--- src/rtl/pe_sequencer.sv ---
// Instruction sequencer for a small PE array: fetches 16-bit instructions and
// drives clear / operand-read / accumulate / result-write strobes to the datapath.
//
// state  | meaning
// -------+---------------------------------------------------------------
// IDLE   | waiting for start after reset
// FETCH  | instruction read issued at pc
// DECODE | instruction word on inst_data, dispatch on opcode
// CLR    | one-cycle clear of all PE accumulators
// MAC    | one operand read per cycle, op_k = 0..K-1
// DRAIN  | lets the last delayed pe_acc_en fire before advancing pc
// STORE  | four result-row writes, res_row = 0..3
// DONE   | program finished (stop sticky), start restarts at pc 0
module pe_sequencer #(
    parameter int ADDR_W = 8,
    parameter int KMAX   = 4
) (
    input  logic              clk,
    input  logic              rst,
    input  logic              start,
    output logic [ADDR_W-1:0] inst_addr,
    output logic              inst_rd_en,
    input  logic [15:0]       inst_data,
    output logic              op_rd_en,
    output logic [1:0]        op_k,
    output logic              pe_clr,
    output logic              pe_acc_en,
    output logic              res_wr_en,
    output logic [1:0]        res_row,
    output logic              busy,
    output logic              stop,
    output logic              err
);

    typedef enum logic [2:0] {
        S_IDLE,
        S_FETCH,
        S_DECODE,
        S_CLR,
        S_MAC,
        S_DRAIN,
        S_STORE,
        S_DONE
    } state_t;

    localparam logic [3:0] OP_NOP   = 4'h0;
    localparam logic [3:0] OP_CLR   = 4'h1;
    localparam logic [3:0] OP_MAC   = 4'h2;
    localparam logic [3:0] OP_STORE = 4'h3;
    localparam logic [3:0] OP_HALT  = 4'hF;
    localparam logic [1:0] K_LIM    = 2'(KMAX - 1);

    state_t            state;
    state_t            next_state;
    state_t            adv_state;
    logic [ADDR_W-1:0] pc;
    logic [ADDR_W-1:0] pc_next;
    logic [ADDR_W-1:0] pc_adv;
    logic [1:0]        step;
    logic [1:0]        step_next;
    logic [1:0]        k_last;
    logic [1:0]        k_last_next;
    logic [1:0]        k_op;
    logic              err_next;
    logic              adv_err;

    logic [ADDR_W-1:0] inst_addr_d;
    logic              inst_rd_en_d;
    logic              op_rd_en_d;
    logic [1:0]        op_k_d;
    logic              pe_clr_d;
    logic              res_wr_en_d;
    logic [1:0]        res_row_d;
    logic              busy_d;
    logic              stop_d;

    logic              unused_operand;
    assign unused_operand = ^inst_data[11:2];

    assign k_op = (inst_data[1:0] > K_LIM) ? K_LIM : inst_data[1:0];

    // Moving past the last address ends the program with an error rather than wrapping.
    always_comb begin
        adv_state = S_FETCH;
        pc_adv    = pc + ADDR_W'(1);
        adv_err   = err;
        if (&pc) begin
            adv_state = S_DONE;
            pc_adv    = pc;
            adv_err   = 1'b1;
        end
    end

    always_ff @(posedge clk or posedge rst) begin
        if (rst) begin
            state  <= S_IDLE;
            pc     <= '0;
            step   <= '0;
            k_last <= '0;
            err    <= 1'b0;
        end else begin
            state  <= next_state;
            pc     <= pc_next;
            step   <= step_next;
            k_last <= k_last_next;
            err    <= err_next;
        end
    end

    always_comb begin
        next_state  = state;
        pc_next     = pc;
        step_next   = step;
        k_last_next = k_last;
        err_next    = err;
        case (state)
            S_IDLE: begin
                if (start) begin
                    next_state = S_FETCH;
                    pc_next    = '0;
                end
            end
            S_FETCH: next_state = S_DECODE;
            S_DECODE: begin
                case (inst_data[15:12])
                    OP_NOP: begin
                        next_state = adv_state;
                        pc_next    = pc_adv;
                        err_next   = adv_err;
                    end
                    OP_CLR: next_state = S_CLR;
                    OP_MAC: begin
                        next_state  = S_MAC;
                        step_next   = '0;
                        k_last_next = k_op;
                    end
                    OP_STORE: begin
                        next_state = S_STORE;
                        step_next  = '0;
                    end
                    OP_HALT: next_state = S_DONE;
                    default: begin
                        next_state = S_DONE;
                        err_next   = 1'b1;
                    end
                endcase
            end
            S_CLR, S_DRAIN: begin
                next_state = adv_state;
                pc_next    = pc_adv;
                err_next   = adv_err;
            end
            S_MAC: begin
                if (step == k_last) begin
                    next_state = S_DRAIN;
                end else begin
                    step_next = step + 2'd1;
                end
            end
            S_STORE: begin
                if (step == 2'd3) begin
                    next_state = adv_state;
                    pc_next    = pc_adv;
                    err_next   = adv_err;
                end else begin
                    step_next = step + 2'd1;
                end
            end
            S_DONE: begin
                if (start) begin
                    next_state = S_FETCH;
                    pc_next    = '0;
                    err_next   = 1'b0;
                end
            end
            default: next_state = S_IDLE;
        endcase
    end

    // Output values are decoded from the upcoming state so the registered
    // strobes line up with the state they belong to.
    always_comb begin
        inst_addr_d  = pc_next;
        inst_rd_en_d = (next_state == S_FETCH);
        op_rd_en_d   = (next_state == S_MAC);
        op_k_d       = (next_state == S_MAC) ? step_next : 2'd0;
        pe_clr_d     = (next_state == S_CLR);
        res_wr_en_d  = (next_state == S_STORE);
        res_row_d    = (next_state == S_STORE) ? step_next : 2'd0;
        busy_d       = (next_state != S_IDLE) && (next_state != S_DONE);
        stop_d       = (next_state == S_DONE);
    end

    always_ff @(posedge clk or posedge rst) begin
        if (rst) begin
            inst_addr  <= '0;
            inst_rd_en <= 1'b0;
            op_rd_en   <= 1'b0;
            op_k       <= 2'd0;
            pe_clr     <= 1'b0;
            pe_acc_en  <= 1'b0;
            res_wr_en  <= 1'b0;
            res_row    <= 2'd0;
            busy       <= 1'b0;
            stop       <= 1'b0;
        end else begin
            inst_addr  <= inst_addr_d;
            inst_rd_en <= inst_rd_en_d;
            op_rd_en   <= op_rd_en_d;
            op_k       <= op_k_d;
            pe_clr     <= pe_clr_d;
            pe_acc_en  <= op_rd_en;
            res_wr_en  <= res_wr_en_d;
            res_row    <= res_row_d;
            busy       <= busy_d;
            stop       <= stop_d;
        end
    end

endmodule

--- config.mk ---
export PLATFORM = sky130hd
export DESIGN_NAME = pe_sequencer
export DESIGN_NICKNAME = d
export VERILOG_FILES = /design/src/rtl/pe_sequencer.sv
export SDC_FILE = /design/constraint.sdc
export NUM_CORES = 1
export LEC_CHECK = 0
export ABC_AREA = 0
export BUFFER_PORTS_ARGS = -buffer_cell sky130_fd_sc_hd__buf_4
export CORE_MARGIN = 10
export CORE_UTILIZATION = 50
export CTS_BUF_LIST = sky130_fd_sc_hd__clkbuf_4
export CTS_CLUSTER_DIAMETER = 50
export DETAILED_ROUTE_END_ITERATION = 10
export PLACE_DENSITY = 0.76
export SYNTH_ARGS = -nofsm -noshare
export SYNTH_HDL_FRONTEND = slang
export SYNTH_SLANG_ARGS = --single-unit
--- constraint.sdc ---
create_clock -name clk -period 3.4 [get_ports clk]
set_clock_uncertainty 0.15 [all_clocks]
set_input_delay 0.34 -clock clk [delete_from_list [all_inputs] [get_ports clk]]
set_output_delay 0.34 -clock clk [all_outputs]
set_load 0.1 [all_outputs]
==> results of run 1 <==
==> metrics by stage <==
| step | hold slack [ps] | util | power [mW] |
|---|---|---|---|
| final | 77.3 | 0.607 | 1.82 |
| after global routing | 84.6 | 0.607 | 1.96 |
| after CTS | 82.3 | 0.607 | 1.83 |
| after detailed placement | 220 | 0.597 | 1.68 |
| after global placement | 208 | 0.597 | 1.65 |
| after floorplan | 243 | - | 1.45 |
==> state kept, by name, summed over array words and instances, names as in the netlist <==
register / count
busy: 1
op_rd_en: 1
step: 2
res_row: 2
inst_addr: 8
res_wr_en: 1
op_k: 2
stop: 1
pe_clr: 1
pe_acc_en: 1
inst_rd_en: 1
state: 3
err: 1
k_last: 2
==> critical path: stages (launching register included) <==
cell and delay, ps:
dfrtp_1 830, or3_1 330, nor2_1 110, or3_4 430, or4_1 480, a21oi_1 160
==> layer usage <==
layer | vias up | GRT usage | share of wire
met2 | 72 | 0.192 | 0.46
met4 | 0 | 0.0353 | 0.0093
met5 | - | 0 | 0
met1 | 681 | 0.165 | 0.45
met3 | 6 | 0.0295 | 0.086
li1 | 681 | - | -
==> logic make-up (layout without fill, tap and decap cells) <==
kind of cell,after synthesis,after routing
AOI/OAI and AO/OA,50,50
xor gates and xnor gates,4,4
adders and majority gates,4,4
buffers and inverters,18,43
DFF,27,27
muxes,3,3
and+or+nand+nor,66,66
==> power by group <==
| part | total (mW) | switching [mW] | internal (mW) |
|---|---|---|---|
| logic | 1.11 | 0.785 | 0.330 |
| clock network | 0.143 | 0.0889 | 0.0539 |
| registers | 0.565 | 0.150 | 0.415 |
==> cell usage in the layout (no fill, tap or decap), types with 4 or more instances in the layout <==
cell	Yosys	layout
a21oi_1	7	7
dfrtp_1	27	27
buf_4	1	28
nand4_1	6	6
and3_1	4	4
nand2b_1	5	5
or3_1	4	4
ha_1	4	4
o21ai_0	12	12
nand2_1	12	12
nor2_1	13	13
a31oi_1	5	5
nand3_1	5	5
xnor2_1	4	4
inv_1	11	11
clkbuf_4	0	4
==> final cells by class <==
cell class	count	area (sq um)
Inverter	11	41.3
Timing Repair Buffer	28	210
Fill cell	272	1200
Sequential cell	27	676
Clock buffer	4	30.0
Tap cell	44	55.1
Multi-Input combinational cell	127	841
==> worst paths after layout <==
path / from / end / slack (ps) / cells after the start
setup / recovery: state[1] / inst_addr[7] / 830 / 5
hold / removal: rst / res_wr_en / 80 / 2
setup reg to reg: state[1] / inst_addr[7] / 830 / 5
hold reg to reg: op_rd_en / pe_acc_en / 250 / 0
max in group asynchronous: rst / inst_addr[7] / 2440 / 2
min in group clk: inst_data[1] / k_last[1] / 90 / 2
==> results.yml, run 1 <==
cts:
  post_cts_resized: 0
  cts.sinks: 27
  htreeDepth: 1
  ctsRootBufferMaster: "clkbuf_4"
  clk_latency_ps: 320
  numCtsBuffers: 3
  hold_buffers: 0
  cts_tree: "yes"
  cts.reportedPaths.clkPinSlew_ps: 140
  post_cts_buffers: 0
  clockBufferDepth: 2
yosys:
  synthSimpleGateAreaFrac: 0.234
  avgSynthCellArea_sq_um: 9.26
  ys_async_sr_fraction: 1.00
  synthTopCellsByCount: "dfrtp_1 (27), nor2_1 (13), nand2_1 (12), o21ai_0 (12), inv_1 (11)"
  synth-xor-area-share: 0.0220
  synth_cell_types: 47
  syn_nets: 195
  synth_area_leaders: "dfrtp_1 (42%), o21ai_0 (3.8%), ha_1 (3.1%)"
  synth_ff_type: "dfrtp_1"
  synth_area_sq_um: 1590
  synth-edff-count: 0
  synth_top_family_by_area: "simple AND/OR/NAND/NOR gates"
  ys_ff_latch: 27
  yosysTopAreaCell: "dfrtp_1"
  ys_warn_count: 0
  synthCells: 172
  synth_compound_area_frac: 0.217
  synth_fa_ha_area_frac: 0.0314
  yosysMostFrequentCell: "dfrtp_1"
  synth_top_area_frac: 0.424
  ys_seq_area_frac: 0.424
  synth_mux_area_frac: 0.0236
sta:
  hold_violations: 0
  rsz0062_at_grt: "false"
  tightest_slew_ps: 963
  setup_violations: 0
  timing.final.crit_period_ps: 2570
  fin_crit_sh: 0.755
  setup_slack_ps: 832
  max_freq_mhz: 389
  slew_headroom: 0.357
  finalMaxSlewViolations: 0
  finalSetupTns_ps: 0
cells_and_area:
  final_cells: 241
  nets: 221
  design_area_sq_um: 1850
  area_delta_synth_final_pct: 16.3
  drive_gt1_frac: 0.218
  insertedDiodeCount: 0
route:
  initialDrtViolationCount: 103
  wl_microns: 3560
  wl_per_cell_microns: 14.8
  drcViolationCount: 0
  drtPass1Iterations: 4
  via_per_inst: 5.98
  ant_nets: 0
  num_vias: 1440
floorplan:
  die-height_microns: 76.4
  rows: 20
  start_util: 0.522
  dieArea_sq_um: 5840
  die_w_microns: 76.4
  ios: 39
  core_area_sq_um: 3050
placement:
  dp.cells: 237
  io_buffer_count: 28
  pre_cts_slack_ps: 904
  place_hpwl_microns: 2690
  dpl_cell_area_sq_um: 1820
  gp_congestion: 0.911
grt:
  gr-total-overflow: 0
  grt_pass1_wl_microns: 6310
  antenna_found_initial: 0
  first_global_vias: 1371
  grt_max_degree: 28
  grt_usage: 0.123
worst_setup_path:
  cp_max_fo: 26
  arrival_ps: 2670
  crit_type: "register to register"
  critPathLaunchType: "register"
  cp.required_ps: 3500
  crit_path_end_kind: "register"
power_and_ir_drop:
  powerDensity_nw_per_um2: 983
  ir_worst_vdd_v: 0.000502
  p_leak_nw: 0.889
run:
  max-cap-violations: 0
min_path:
  hold_path_class: "primary input to asynchronous set/reset pin"
run_status:
  status: "completed"
Power figures use the tool's default switching activity.
==> run 2, diff against run 1 <==
- ABC_AREA: 0 -> 1
- clock period: 3.4 -> 2.65 ns (I/O delays scaled with it)
==> results.yml, run 2 <==
cells_and_area:
  drive_gt1_frac: 0.287
  regMostFlops: "inst_addr"
  n_fill_cell: 312
  seq_area_sq_um: 676
  insertedDiodeCount: 0
  area_delta_synth_final_pct: 16.7
  postLayoutCoreUtil: 0.597
  reg_top3: "inst_addr (8), state (3)"
  nets: 271
  layout_common_cells: "nand2_1 (51), buf_4 (29), nor2_1 (27), dfrtp_1 (27), inv_1 (23)"
  layout_commonest_cell: "nand2_1"
  multi_input_area_sq_um: 868
  largest_register_ffs: 8
route:
  ant_nets: 0
  wl_per_cell_microns: 11.6
  drtPass1Iterations: 4
  via_per_inst: 4.81
  drcViolationCount: 0
  wl_microns: 3410
  initialDrtViolationCount: 92
  num_vias: 1409
sta:
  tightest_slew_ps: 395
  rsz0062_at_grt: "false"
  setup_violations: 0
  finalMaxSlewViolations: 0
  finalSetupTns_ps: 0
  max_freq_mhz: 527
  slew_headroom: 0.737
  timing.final.crit_period_ps: 1900
  fin_crit_sh: 0.716
  hold_violations: 0
cts:
  cts_tree: "yes"
  htreeDepth: 1
  ctsRootBufferMaster: "clkbuf_4"
  clk_latency_ps: 330
  cts.reportedPaths.clkPinSlew_ps: 150
  clockBufferDepth: 2
  numCtsBuffers: 3
  post_cts_resized: 0
  cts.sinks: 27
placement:
  place_hpwl_microns: 2670
  io_buffer_count: 28
  gp_congestion: 0.855
worst_setup_path:
  cp_max_fo: 17
  r2r-end: "inst_addr[1]"
  critPathLaunchType: "register"
  r2r-start: "inst_addr[0]"
  r2r_slack_ps: 750
  rr_worst_depth: 9
  arrival_ps: 2020
  cp.required_ps: 2770
  crit_path_end_kind: "register"
  crit_type: "register to register"
yosys:
  ys_ff_latch: 27
  avgSynthCellArea_sq_um: 7.88
  ys_warn_count: 0
  synthCells: 215
  synth_ff_type: "dfrtp_1"
  yosysTopAreaCell: "dfrtp_1"
  syn_nets: 238
  synth_top_area_frac: 0.399
  synthTopCellsByCount: "nand2_1 (51), dfrtp_1 (27), nor2_1 (27)"
  ys_async_sr_fraction: 1.00
  synth_cell_types: 28
  yosysMostFrequentCell: "nand2_1"
  synth_area_leaders: "dfrtp_1 (40%), nand2_1 (11%), nor2_1 (6.0%)"
  synth-edff-count: 0
  ys_seq_area_frac: 0.399
  synth_area_sq_um: 1690
power_and_ir_drop:
  pwr-share-clk: 0.070
  p_switching_mw: 1.57
  share_comb_of_total_power: 0.670
  p_seq_frac: 0.260
  p_leak_nw: 1.02
  internal_power_mw: 1.04
  total_power_mw: 2.61
  switching_share: 0.600
  ir_worst_vdd_v: 0.000810
  powerDensity_nw_per_um2: 1320
floorplan:
  rows: 21
  core_area_sq_um: 3310
  ios: 39
  die_w_microns: 78.2
  dieArea_sq_um: 6120
  start_util: 0.512
  die-height_microns: 78.2
min_path:
  whs_path_depth: 3
  hold_path_class: "primary input to register"
  hold_path_end: "k_last[0]"
  hold_start: "inst_data[0]"
grt:
  grt_max_degree: 28
  grt_usage: 0.116
  first_global_vias: 1332
  antenna_found_initial: 0
  grt_pass1_wl_microns: 6000
  gr-total-overflow: 0
run:
  max-cap-violations: 0
run_status:
  status: "completed"
## run 2: changes by cell type after synthesis, moves of 6 or more
cell,change
inv_1,+12
nand2_1,+39
nand3_1,+13
nor2_1,+14
nor2_2,+7
o21ai_0,-6
o21ai_2,+9
## run 2: how the worst max path moves through the flow
stage	start	to	slack, ps	cells past startpoint
6_report	inst_addr[0]	inst_addr[1]	750	9
5_1_grt	inst_addr[0]	busy	520	10
4_1_cts	inst_addr[0]	inst_addr[1]	730	9
3_5_place_dp	inst_addr[0]	inst_addr[1]	790	9
3_3_place_gp	inst_addr[0]	op_k[1]	810	9
2_1_floorplan	inst_addr[0]	inst_addr[0]	200	10
## run 2: final cells by class
type / instances / share of cell area
clock buffer: 3 / 0.0114
clock inverter: 1 / 0.00380
inverter: 28 / 0.0544
multi-input combinational: 157 / 0.439
sequential: 27 / 0.342
tap: 46 / 0.0291
timing repair buffer: 31 / 0.120
## run 2: power by group through the flow
stage / Sequential (mW) / Combinational (mW) / Clock (mW)
after floorplan: 1.21 / 0.992 / 0
after global placement: 0.685 / 1.73 / 0
after detailed placement: 0.688 / 1.75 / 0
after CTS: 0.680 / 1.76 / 0.190
after global routing: 0.702 / 1.92 / 0.210
final: 0.680 / 1.75 / 0.182
## run 2: cell families after synthesis
group	after synthesis	synth area share
flip-flops	27	0.399
AO/OA/AOI/OAI	23	0.0982
AND/OR/NAND/NOR	123	0.347
adder cells (fa/ha/maj)	4	0.0295
buffers and inverters	31	0.0886
XOR/XNOR	6	0.0310
multiplexers	1	0.00665
## run 2: stage by stage
stage          setup WS [ps]  instance area (sq um)  hold slack [ps]  cells
5_1_grt                  518                   1980             11.7    293
6_report                 752                   1980             26.0    293
3_3_place_gp             814                   1930              195    287
3_5_place_dp             788                   1930              201    287
2_1_floorplan            200                   1690              168    215
4_1_cts                  732                   1980             14.0    293
## run 2: repair_timing
| item | CTS | global route |
|---|---|---|
| hold buffers | 2 | 0 |
| setup endpoints to repair | 0 | 0 |
| setup buffers | 0 | 0 |
| hold endpoints to repair | 28 | 0 |
## run 2: layer usage
metal | global-route usage | vias to the layer above | part of all wire
li1 | - | 743 | -
met4 | 0.0538 | 0 | 0.020
met3 | 0.0239 | 5 | 0.044
met2 | 0.181 | 30 | 0.46
met5 | 0 | - | 0
met1 | 0.151 | 631 | 0.48
## run 2: worst max-delay path, stage by stage (launching register included)
cell	delay, ps
dfrtp_1	450
ha_1	190
nand2_1	100
nor2_2	210
nand2_2	140
o21ai_0	90
nand2_1	100
nand2_4	220
nand2_1	110
o21ai_2	70
